<file path="src/rtl/sched_dp_pkg.sv">
// Shared types and constants for the scheduled-datapath driver,
// controller and datapath.
package sched_dp_pkg;

  localparam int N_OPERANDS = 8;
  localparam int SCHED_LAT  = 4;
  localparam int W_DEF      = 8;
  localparam int RES_W_DEF  = W_DEF + 3;

  typedef enum logic [1:0] {
    IDLE,
    ISSUE,
    RUN,
    CAPTURE
  } state_e;

endpackage

</file>
<file path="src/rtl/sched_result_fifo.sv">
// Show-ahead result FIFO between the driver and the downstream consumer.
// Head reads as zero while the FIFO is empty.
module sched_result_fifo
  import sched_dp_pkg::*;
#(
  parameter int RES_W = RES_W_DEF,
  parameter int DEPTH = 4
) (
  input  logic                     clk,
  input  logic                     rst,
  input  logic                     push_i,
  input  logic [RES_W-1:0]         din_i,
  input  logic                     pop_i,
  output logic [RES_W-1:0]         head_o,
  output logic [$clog2(DEPTH):0]   count_o,
  output logic                     full_o,
  output logic                     empty_o
);

  localparam int AW = $clog2(DEPTH);

  logic [RES_W-1:0] mem_q [DEPTH];
  logic [AW-1:0]    wr_q;
  logic [AW-1:0]    rd_q;
  logic [AW:0]      cnt_q;
  logic             do_push;
  logic             do_pop;

  assign empty_o = (cnt_q == '0);
  assign full_o  = (cnt_q == (AW+1)'(DEPTH));
  assign count_o = cnt_q;
  assign head_o  = empty_o ? '0 : mem_q[rd_q];

  assign do_pop  = pop_i & ~empty_o;
  // A push into a full FIFO is only legal alongside a pop.
  assign do_push = push_i & (~full_o | do_pop);

  always_ff @(posedge clk) begin
    if (do_push) mem_q[wr_q] <= din_i;
  end

  always_ff @(posedge clk or posedge rst) begin
    if (rst) begin
      wr_q  <= '0;
      rd_q  <= '0;
      cnt_q <= '0;
    end else begin
      if (do_push) wr_q <= wr_q + 1'b1;
      if (do_pop)  rd_q <= rd_q + 1'b1;
      cnt_q <= cnt_q + (AW+1)'(do_push) - (AW+1)'(do_pop);
    end
  end

endmodule

</file>
<file path="src/rtl/sched_dp_driver.sv">
// Job initiator for one scheduled controller+datapath pair: issues start,
// captures results on done_next and queues them for the consumer.
module sched_dp_driver
  import sched_dp_pkg::*;
#(
  parameter int W       = W_DEF,
  parameter int RES_W   = RES_W_DEF,
  parameter int DEPTH   = 4,
  parameter int TIMEOUT = 16
) (
  input  logic                    clk,
  input  logic                    rst,
  input  logic                    in_valid,
  output logic                    in_ready,
  input  logic [N_OPERANDS*W-1:0] in_data,
  input  logic                    op_ready,
  output logic                    start,
  input  logic                    result_en,
  input  logic                    done_next,
  output logic [N_OPERANDS*W-1:0] dp_operands,
  input  logic [RES_W-1:0]        dp_result,
  output logic                    out_valid,
  input  logic                    out_ready,
  output logic [RES_W-1:0]        out_data,
  output logic                    busy,
  output logic                    err_timeout,
  output logic [15:0]             job_count
);

  localparam int TW = $clog2(TIMEOUT + 1);

  state_e                  state_q;
  logic [N_OPERANDS*W-1:0] ops_q;
  logic [TW-1:0]           tcnt_q;
  logic                    seen_q;
  logic                    err_q;
  logic [15:0]             jobs_q;

  logic                    push;
  logic                    pop;
  logic                    full;
  logic                    empty;
  logic [$clog2(DEPTH):0]  count;

  assign in_ready    = ~rst & (state_q == IDLE) & ~full;
  assign start       = ~rst & (state_q == ISSUE) & op_ready;
  assign busy        = (state_q != IDLE);
  assign dp_operands = ops_q;
  assign err_timeout = err_q;
  assign job_count   = jobs_q;
  assign out_valid   = ~empty;
  assign push        = (state_q == RUN) & done_next;
  assign pop         = out_ready & out_valid;

  always_ff @(posedge clk or posedge rst) begin
    if (rst) begin
      state_q <= IDLE;
      ops_q   <= '0;
      tcnt_q  <= '0;
      seen_q  <= 1'b0;
      err_q   <= 1'b0;
      jobs_q  <= '0;
    end else begin
      unique case (state_q)
        IDLE: begin
          if (in_valid && in_ready) begin
            ops_q   <= in_data;
            state_q <= ISSUE;
          end
        end
        ISSUE: begin
          if (op_ready) begin
            tcnt_q  <= '0;
            seen_q  <= 1'b0;
            state_q <= RUN;
          end
        end
        RUN: begin
          seen_q <= seen_q | result_en;
          tcnt_q <= tcnt_q + 1'b1;
          if (done_next) begin
            jobs_q  <= jobs_q + 16'd1;
            state_q <= CAPTURE;
          end else if (tcnt_q == TW'(TIMEOUT - 2)) begin
            // Counter reaches TIMEOUT-1 on this edge: abandon the job.
            err_q   <= 1'b1;
            state_q <= IDLE;
          end
        end
        CAPTURE: state_q <= IDLE;
        default: state_q <= IDLE;
      endcase
    end
  end

  sched_result_fifo #(
    .RES_W (RES_W),
    .DEPTH (DEPTH)
  ) u_fifo (
    .clk     (clk),
    .rst     (rst),
    .push_i  (push),
    .din_i   (dp_result),
    .pop_i   (pop),
    .head_o  (out_data),
    .count_o (count),
    .full_o  (full),
    .empty_o (empty)
  );

endmodule

</file>
<file path="config.mk">
export PLATFORM = sky130hd
export DESIGN_NAME = sched_dp_driver
export DESIGN_NICKNAME = d
export VERILOG_FILES = /design/src/rtl/sched_dp_pkg.sv /design/src/rtl/sched_result_fifo.sv /design/src/rtl/sched_dp_driver.sv
export SDC_FILE = /design/constraint.sdc
export NUM_CORES = 1
export LEC_CHECK = 0
export ABC_AREA = 1
export BUFFER_PORTS_ARGS = -buffer_cell sky130_fd_sc_hd__buf_2
export CAP_MARGIN = 30
export CORE_ASPECT_RATIO = 1.25
export CORE_MARGIN = 3
export CORE_UTILIZATION = 30
export CTS_BUF_LIST = sky130_fd_sc_hd__clkbuf_8
export DETAILED_ROUTE_END_ITERATION = 12
export GPL_TIMING_DRIVEN = 0
export PLACE_DENSITY = 0.56
export SLEW_MARGIN = 15
export SYNTH_ARGS = -nofsm -noshare
export SYNTH_HDL_FRONTEND = slang
export SYNTH_SLANG_ARGS = --single-unit
</file>
<file path="constraint.sdc">
create_clock -name clk -period 3.1 [get_ports clk]
set_input_delay 0.155 -clock clk [delete_from_list [all_inputs] [get_ports clk]]
set_output_delay 0.155 -clock clk [all_outputs]
set_load 0.05 [all_outputs]
</file>
==> results of run 1 <==
## area by class of cell
type	instances	area, sq um	area share, %
multi-input cells	330	1930	22.3
clock buffers	17	234	2.71
flip-flops and latches	139	3700	42.8
inverters	102	388	4.49
plain buffers	22	184	2.13
well taps	270	338	3.91
clock inverters	15	145	1.68
repair buffers	258	1720	19.9
## cells by family after synthesis
group	after synthesis
AND/OR/NAND/NOR	193
flip-flops	139
buffers and inverters	124
AO/OA/AOI/OAI	111
XOR/XNOR	16
adder cells (fa/ha/maj)	10
## stage by stage
stage / util [%] / setup TNS [ns] / hold WS (ns) / power [mW]
after floorplan: - / 0 / 0.253 / 6.05
after global placement: 36.7 / -103.18 / 0.372 / 7.07
after detailed placement: 37.1 / 0 / 0.204 / 7.11
after CTS: 42.8 / 0 / 0.0907 / 8.67
after global routing: 42.8 / 0 / 0.123 / 9.08
final: 42.8 / 0 / 0.127 / 8.56
## registers in the layout, indices dropped and copies added (netlist names)
| register | flops |
|---|---|
| dp_operands | 64 |
| err_timeout | 1 |
| tcnt_q | 5 |
| u_fifo.count_o | 3 |
| u_fifo.wr_q | 2 |
| u_fifo.mem_q | 44 |
| state_q | 2 |
| u_fifo.rd_q | 2 |
| job_count | 16 |
## power by group
group | switching (mW) | internal [mW] | total, mW | leakage (nW)
Combinational | 3.23 | 1.14 | 4.36 | 2.49
Sequential | 0.339 | 2.42 | 2.76 | 1.59
Clock | 0.731 | 0.714 | 1.44 | 0.204
Total | 4.30 | 4.27 | 8.56 | 4.28
## final timing paths
kind | from | to | slack, ns | cells past startpoint
worst max-delay path | u_fifo.rd_q[0] | out_data[5] | 0.80 | 6
worst min-delay path | out_ready | u_fifo.rd_q[0] | 0.13 | 4
worst max register to register | u_fifo.count_o[2] | u_fifo.count_o[2] | 1.03 | 7
worst min register to register | err_timeout | err_timeout | 0.48 | 2
max in group asynchronous | rst | dp_operands[38] | 2.19 | 4
min in group asynchronous | rst | err_timeout | 0.30 | 3
## worst max-delay path, cell delays in order (launching register included)
cell and delay, ns:
dfrtp_1 0.36, buf_2 0.16, inv_2 0.08, clkbuf_1 0.42
o21ai_0 0.17, a21oi_1 0.21, buf_2 0.30
## per-layer routing
metal	up-vias	global-route usage [%]
li1	2426	-
met1	2192	16.7
met2	159	24.6
met3	18	5.32
met4	0	4.96
met5	-	0
## cells in the mapped netlist (4+ instances only)
cell type and number:
inv_1 96, dfrtp_1 95, nand2_1 72, nor2_1 63, o21ai_2 51, edfxtp_1 44, o21ai_0 33, nand2_2 30
a21oi_1 14, buf_6 13, o21ai_1 12, nand3_1 11, ha_1 9, xor2_1 9, xnor2_1 7, clkbuf_1 6
inv_2 6, nor3_1 4
## placed cells by master (no fill, tap or decap), drive strengths merged, types with 7 or more instances in the layout
| master | Yosys | routed |
|---|---|---|
| nor2 | 66 | 66 |
| inv | 102 | 109 |
| nand2 | 103 | 103 |
| xor2 | 9 | 9 |
| dlygate4sd3 | 0 | 77 |
| edfxtp | 44 | 44 |
| clkbuf | 6 | 23 |
| nand3 | 15 | 15 |
| ha | 9 | 9 |
| xnor2 | 7 | 7 |
| buf | 16 | 197 |
| a21oi | 14 | 14 |
| dfrtp | 95 | 95 |
| o21ai | 96 | 96 |
==> out/qor.yml, run 1 <==
power:
  power.density_mw_per_mm2: 992
  vdd_drop_max_v: 0.000651
  p_leak_nw: 4.28
placed_design:
  post-place-ws_ns: 1.04
  gp_congestion: 0.751
  hpwl_um: 11000
  dp.cells: 1044
  port_buffers: 176
  dpl-instance-area_sq_mm: 0.00749
sta:
  slew_viol_final: 0
  post-route-period-util_pct: 74.1
  clock.fmax_ghz: 0.435
  hold_viol: 0
  setup_viol: 0
  fin_ws_ns: 0.802
  worst_pin_slew_ns: 0.642
  rsz0062_at_grt: "false"
  relSlewSlack_pct: 57.2
  post-route-min-period_ns: 2.30
  fin_skew_ns: 0.0163
routing:
  antenna_left: 0
  routed_wl_um: 15600
  via_count: 4795
  drt_iter0_markers: 145
  wl_met2_um: 7630
  routed.top_layer: "met4"
  drc_errors: 0
  wl_met3_um: 1180
  avgViaCountPerCell: 4.16
  drt-met1-wl_um: 6580
  dr.pass1.iters: 4
  wl_per_cell_um: 13.6
synth:
  synth_edf_count: 44
  netlist_top_cells_area: "dfrtp_1 38%, edfxtp_1 21%, o21ai_2 7.2%"
  synth.area.mux_share_pct: 0
  ys_warn_count: 0
  synth_top_family_by_area: "simple AND/OR/NAND/NOR gates"
  synth_adder_area_share_pct: 2.14
  synth-simple-area-share_pct: 14.6
  synth-xor-area-share_pct: 2.26
  synth_top_area_share_pct: 38.4
  synth_compound_area_share_pct: 12.1
  synth_ff_type: "dfrtp_1"
  yosysTopAreaCell: "dfrtp_1"
  syn_area_per_cell_sq_um: 10.4
  netlist_area_sq_mm: 0.00619
  seq_area_frac_synth_pct: 59.7
  syn_inst: 593
  async_reset_ff_share_pct: 68.3
  synth_nets: 685
  synth-seq-cells: 139
  synth.distinct_cells: 29
setup_path:
  crit_type: "reg2out"
  start_kind: "flop"
  endpoint_kind: "output pin"
  critPathMaxFanout: 10
  worstPathArrival_ns: 2.14
  required_ns: 2.94
clocking:
  cts_buffers: 17
  htree_num_levels: 4
  cts.sinks: 139
  clockRootBuffer: "clkbuf_8"
  clk_latency_ns: 0.44
  clockBufferDepth: 2
  cts_tree: "built"
  cts_setup_buffers: 0
  cts_resized: 0
  path_clk_slew_ns: 0.08
  postCtsHoldBufs: 77
global_route:
  grt_max_degree: 64
  grt_pass1_vias: 4976
  grt_pass1_wl_um: 25500
  track_usage_pct: 14.4
  grt.overflow.total: 0
  antenna_found_initial: 0
floorplanning:
  start_util_pct: 30.7
  num_rows: 58
  fp.dieW_um: 135
  io_pins: 178
  coreArea_sq_mm: 0.0202
  fp.dieArea_sq_mm: 0.0224
  die_h_um: 167
final_layout:
  diodes: 0
  fillers: 1992
  drive_gt1_share_pct: 36.7
  area_growth_pct: 39.4
  layout.cells.non_filler: 1153
  finalInstanceArea_sq_mm: 0.00864
  nNetsFinal: 962
run_status:
  outcome: "completed"
run:
  drv_cap: 0
worst_hold_path:
  min_path_type: "in2reg"
Power figures use the tool's default switching activity.
==> run 2: changes to the inputs <==
PLACE_DENSITY = 0.58   (was 0.56)
clock period = 1.9 ns   (was 3.1 ns; I/O delays follow)
==> run 2 against run 1 <==
Clock-buffer cell count is 1 higher; sequential cell count unchanged; first-iteration DRC count increased by 51%; global-route usage increased by 0.21 points; cell count grew 1.2%; core utilization is 1.5 points higher; worst setup slack got worse by 0.74 ns; hold slack got worse by 0.066 ns; critical path depth unchanged; clock power is 63% higher; critical path type unchanged; highest routed layer unchanged.
==> out/qor.yml, run 2 (synthesized netlist as in run 1, its figures left out) <==
final_layout:
  final_common_cell: "buf_2"
  fillers: 1939
  multiInputGateArea_sq_mm: 0.00198
  drive_gt1_share_pct: 39.6
  nNetsFinal: 976
  finalInstanceArea_sq_mm: 0.00893
  area_growth_pct: 44.2
  final_core_util_pct: 44.3
  diodes: 0
  largest_reg_flops: 64
  final_cell_mix: "169 x buf_2, 95 x dfrtp_1, 94 x inv_1"
  layout.cells.non_filler: 1167
  seq_area_sq_mm: 0.00370
global_route:
  grt_max_degree: 34
  grt.overflow.total: 0
  track_usage_pct: 14.7
  antenna_found_initial: 0
  grt_pass1_wl_um: 25900
  grt_pass1_vias: 5108
sta:
  fin_skew_ns: 0.0176
  whs_ns: 0.0609
  relSlewSlack_pct: 71.0
  setup_viol: 0
  rsz0062_at_grt: "true"
  post-route-period-util_pct: 96.6
  fin_tns_setup_ns: 0
  post-route-min-period_ns: 1.84
  clock.fmax_ghz: 0.545
  slew_viol_final: 0
  worst_pin_slew_ns: 0.434
  fin_ws_ns: 0.0644
  hold_viol: 0
power:
  power.density_mw_per_mm2: 1640
  vdd_drop_max_v: 0.00110
  p_leak_nw: 4.40
  power_mw: 14.6
clocking:
  clockRootBuffer: "clkbuf_8"
  clockBufferDepth: 2
  cts.sinks: 139
  path_clk_slew_ns: 0.08
  htree_num_levels: 4
  clk_latency_ns: 0.44
  cts_buffers: 17
  cts_tree: "built"
placed_design:
  hpwl_um: 11200
  port_buffers: 176
  dp.cells: 1046
  dpl-instance-area_sq_mm: 0.00752
  gp_congestion: 0.748
  post-place-ws_ns: -0.161
routing:
  dr.pass1.iters: 4
  routed.top_layer: "met4"
  antenna_left: 0
  wl_per_cell_um: 13.9
  wl_met2_um: 8240
  routed_wl_um: 16200
  avgViaCountPerCell: 4.22
  via_count: 4928
  drt_iter0_markers: 219
  wl_met3_um: 1370
  drc_errors: 0
  drt-met1-wl_um: 6380
run:
  drv_cap: 0
setup_path:
  required_ns: 1.80
  cpPeakStageDelay_ns: 0.40
  worstPathArrival_ns: 1.74
  slowest_stage: "dfrtp_1"
  crit_type: "reg2out"
  endpoint_kind: "output pin"
  worstPathCellList: "buf_6, inv_4, buf_8, o21ai_0, a21oi_1, buf_2"
  critPathMaxFanout: 10
  start_kind: "flop"
worst_hold_path:
  min_path_type: "in2reg"
floorplanning:
  die_h_um: 167
  num_rows: 58
  fp.dieArea_sq_mm: 0.0224
  coreArea_sq_mm: 0.0202
  fp.dieW_um: 135
  start_util_pct: 30.7
  io_pins: 178
run_status:
  outcome: "completed"
==> run 2: changes by cell type in the layout (fill, tap and decap cells not counted), sizes merged <==
cell	before	now
buf	197	214
clkbuf	23	21
bufinv	2	1
clkinv	5	4
clkinvlp	1	2
==> run 2: cell type report <==
class / instances / area share, %
Buffer: 22 / 2.77
Clock buffer: 18 / 2.77
Clock inverter: 14 / 1.49
Inverter: 102 / 4.36
Multi-Input combinational cell: 330 / 22.1
Sequential cell: 139 / 41.4
Tap cell: 270 / 3.78
Timing Repair Buffer: 272 / 21.3
==> run 2: metal layers <==
metal,vias to the layer above,global-route usage [%]
li1,2456,-
met1,2284,15.9
met2,174,25.7
met3,14,6.13
met4,0,4.87
met5,-,0
==> run 2: power by group <==
part	switching (mW)	internal [mW]	total, mW
Sequential	0.587	3.94	4.53
Clock	1.25	1.10	2.35
Combinational	5.44	2.32	7.76
==> run 2: what timing repair did <==
item                                   in CTS  in global routing
pin swaps                                   3                 11
hold buffers                               77                  0
setup buffers                               4                  5
resized for setup                          32                 26
cloned                                      0                  3
endpoints found under the hold margin     171                  0
setup endpoints to repair                  39                 14
==> run 2: final timing paths <==
check / cells after the start / from / end / slack, ns
min reg2reg: 2 / err_timeout / err_timeout / 0.47
max reg2reg: 7 / u_fifo.count_o[0] / u_fifo.count_o[2] / 0.07
min in group asynchronous: 3 / rst / tcnt_q[3] / 0.16
max: 6 / u_fifo.rd_q[0] / out_data[2] / 0.06
min: 5 / op_ready / state_q[1] / 0.06
max in group asynchronous: 5 / rst / dp_operands[34] / 1.08
==> run 2: worst max-delay path: cells and delay by family (launching register included) <==
kind                   cells  cell delay (ns)
buffers and inverters      4             0.66
DFF                        1             0.40
AOI/OAI and AO/OA          2             0.25
==> run 3: changes to the inputs <==
CORE_UTILIZATION = 49   (was 30)
PLACE_DENSITY = 0.84   (was 0.58)
==> run 3 against run 2 <==
Die area fell by 37%; first-iteration DRC count increased by 17%; critical path depth rose by 1; fmax shrank 2.0%; non-clock buffer count is 7 lower; global-route usage rose by 11 points; sequential share of layout area up 0.80 points; sequential cell count is the same; hold slack better by 0.016 ns; clock-buffer cell count up 1.
==> out/qor.yml, run 3 (synthesized netlist as in run 1, its figures left out) <==
power:
  power.density_mw_per_mm2: 1710
  p_leak_nw: 4.37
  vdd_drop_max_v: 0.00158
  power_mw: 15.0
clocking:
  path_clk_slew_ns: 0.07
  clockBufferDepth: 2
  clockRootBuffer: "clkbuf_8"
  clk_latency_ns: 0.43
  cts_buffers: 17
  htree_num_levels: 4
  cts_tree: "built"
  cts.sinks: 139
final_layout:
  drive_gt1_share_pct: 38.9
  nNetsFinal: 969
  fillers: 790
  diodes: 0
  area_growth_pct: 41.6
  final_core_util_pct: 71.4
  final_cell_mix: "168 x buf_2, 96 x inv_1, 93 x dfrtp_1"
  final_common_cell: "buf_2"
  largest_reg_flops: 64
setup_path:
  startpoint: "u_fifo.rd_q[0]"
  critPathMaxFanout: 10
  start_kind: "flop"
  reg2reg_slack_ns: 0.04
  endpoint_kind: "output pin"
  r2r_start: "state_q[0]"
  worstPathArrival_ns: 1.78
  r2r_end: "u_fifo.mem_q[3][5]"
  required_ns: 1.80
  crit_type: "reg2out"
  crit_end: "out_data[4]"
  rr_worst_depth: 5
global_route:
  grt_util_met2_pct: 43.0
  track_usage_pct: 25.2
  grt_busiest_layer: "met2"
  grt.overflow.total: 0
  grt_pass1_vias: 5498
  use_met1_pct: 28.6
  grt_max_degree: 34
  antenna_found_initial: 1
  grt_pass1_wl_um: 27400
  met3_usage_pct: 8.60
floorplanning:
  coreArea_sq_mm: 0.0123
  start_util_pct: 50.5
  io_pins: 178
  die_h_um: 132
  fp.dieW_um: 107
  num_rows: 45
  fp.dieArea_sq_mm: 0.0140
placed_design:
  gp_congestion: 0.802
  port_buffers: 176
  hpwl_um: 10100
routing:
  drt_iter0_markers: 257
  avgViaCountPerCell: 4.96
  via_count: 5227
  wl_per_cell_um: 16.5
  drc_errors: 0
  dr.pass1.iters: 4
  routed_wl_um: 17400
  antenna_left: 0
sta:
  worst_pin_slew_ns: 0.732
  hold_viol: 0
  fin_skew_ns: 0.0126
  slew_viol_final: 0
  whs_ns: 0.0767
  relSlewSlack_pct: 51.1
  post-route-min-period_ns: 1.87
  post-route-period-util_pct: 98.5
  clock.fmax_ghz: 0.534
  rsz0062_at_grt: "true"
  setup_viol: 0
worst_hold_path:
  min_path_type: "in2reg"
run_status:
  outcome: "completed"
run:
  drv_cap: 0
-- run 3: cell types whose count changed in the layout (fill, tap and decap cells not counted), sizes merged --
cell	delta
inv	-4
clkinv	-1
buf	-9
clkbuf	+3
bufinv	+3
-- run 3: critical path, cell delays in order, from the launching register on --
cell,delay [ns]
dfrtp_1,0.36
buf_6,0.16
buf_6,0.16
nor2_1,0.07
nor2_1,0.11
o21ai_0,0.11
a21oi_1,0.14
clkbuf_4,0.24
-- run 3: cell type report --
type / count / area (sq um) / share of cell area [%]
multi-input cells: 330 / 1990 / 22.7
flip-flops and latches: 139 / 3700 / 42.2
clock buffers: 19 / 262 / 2.98
plain buffers: 22 / 228 / 2.60
repair buffers: 265 / 1820 / 20.8
clock inverters: 12 / 173 / 1.97
inverters: 102 / 389 / 4.44
well taps: 164 / 205 / 2.34
-- run 3: stage by stage --
stage               setup WS (ns)  cell area [sq um]  std cells  TNS, ns
floorplan                  0.0166               6200        593        0
detailed placement         -0.244               7330        936    -7.76
CTS                       0.00222               8640       1048        0
global route              -0.0450               8770       1053   -0.976
global placement           -0.232               7280        933   -15.31
finish                     0.0279               8770       1053        0
-- run 3: routing by layer --
metal,part of all wire (%),up-vias
li1,-,2441
met1,36,2479
met2,52,255
met3,9.1,50
met4,2.9,2
met5,0.075,-
-- run 3: repair_timing --
| item | CTS | global route |
|---|---|---|
| hold buffers | 77 | 0 |
| endpoints found under the hold margin | 140 | 0 |
| pin swaps | 2 | 3 |
| gates resized for setup | 24 | 30 |
| buffers inserted | 4 | 4 |
| cloned | 0 | 1 |
| setup endpoints to repair | 53 | 46 |
-- run 3: worst min-delay path by stage --
stage | from | cells after the start | end
after detailed placement | rst | 2 | tcnt_q[0]
final | op_ready | 5 | state_q[1]
after global routing | out_ready | 4 | u_fifo.wr_q[1]
after floorplan | done_next | 1 | err_timeout
after global placement | dp_result[4] | 1 | u_fifo.mem_q[1][4]
after CTS | out_ready | 4 | u_fifo.wr_q[1]
-- run 3: where the power goes --
group          switching, mW  internal, mW  total, mW
Clock                   1.12          1.49       2.62
Combinational           5.54          2.22       7.76
Sequential             0.663          3.95       4.61
Total                   7.33          7.67       15.0
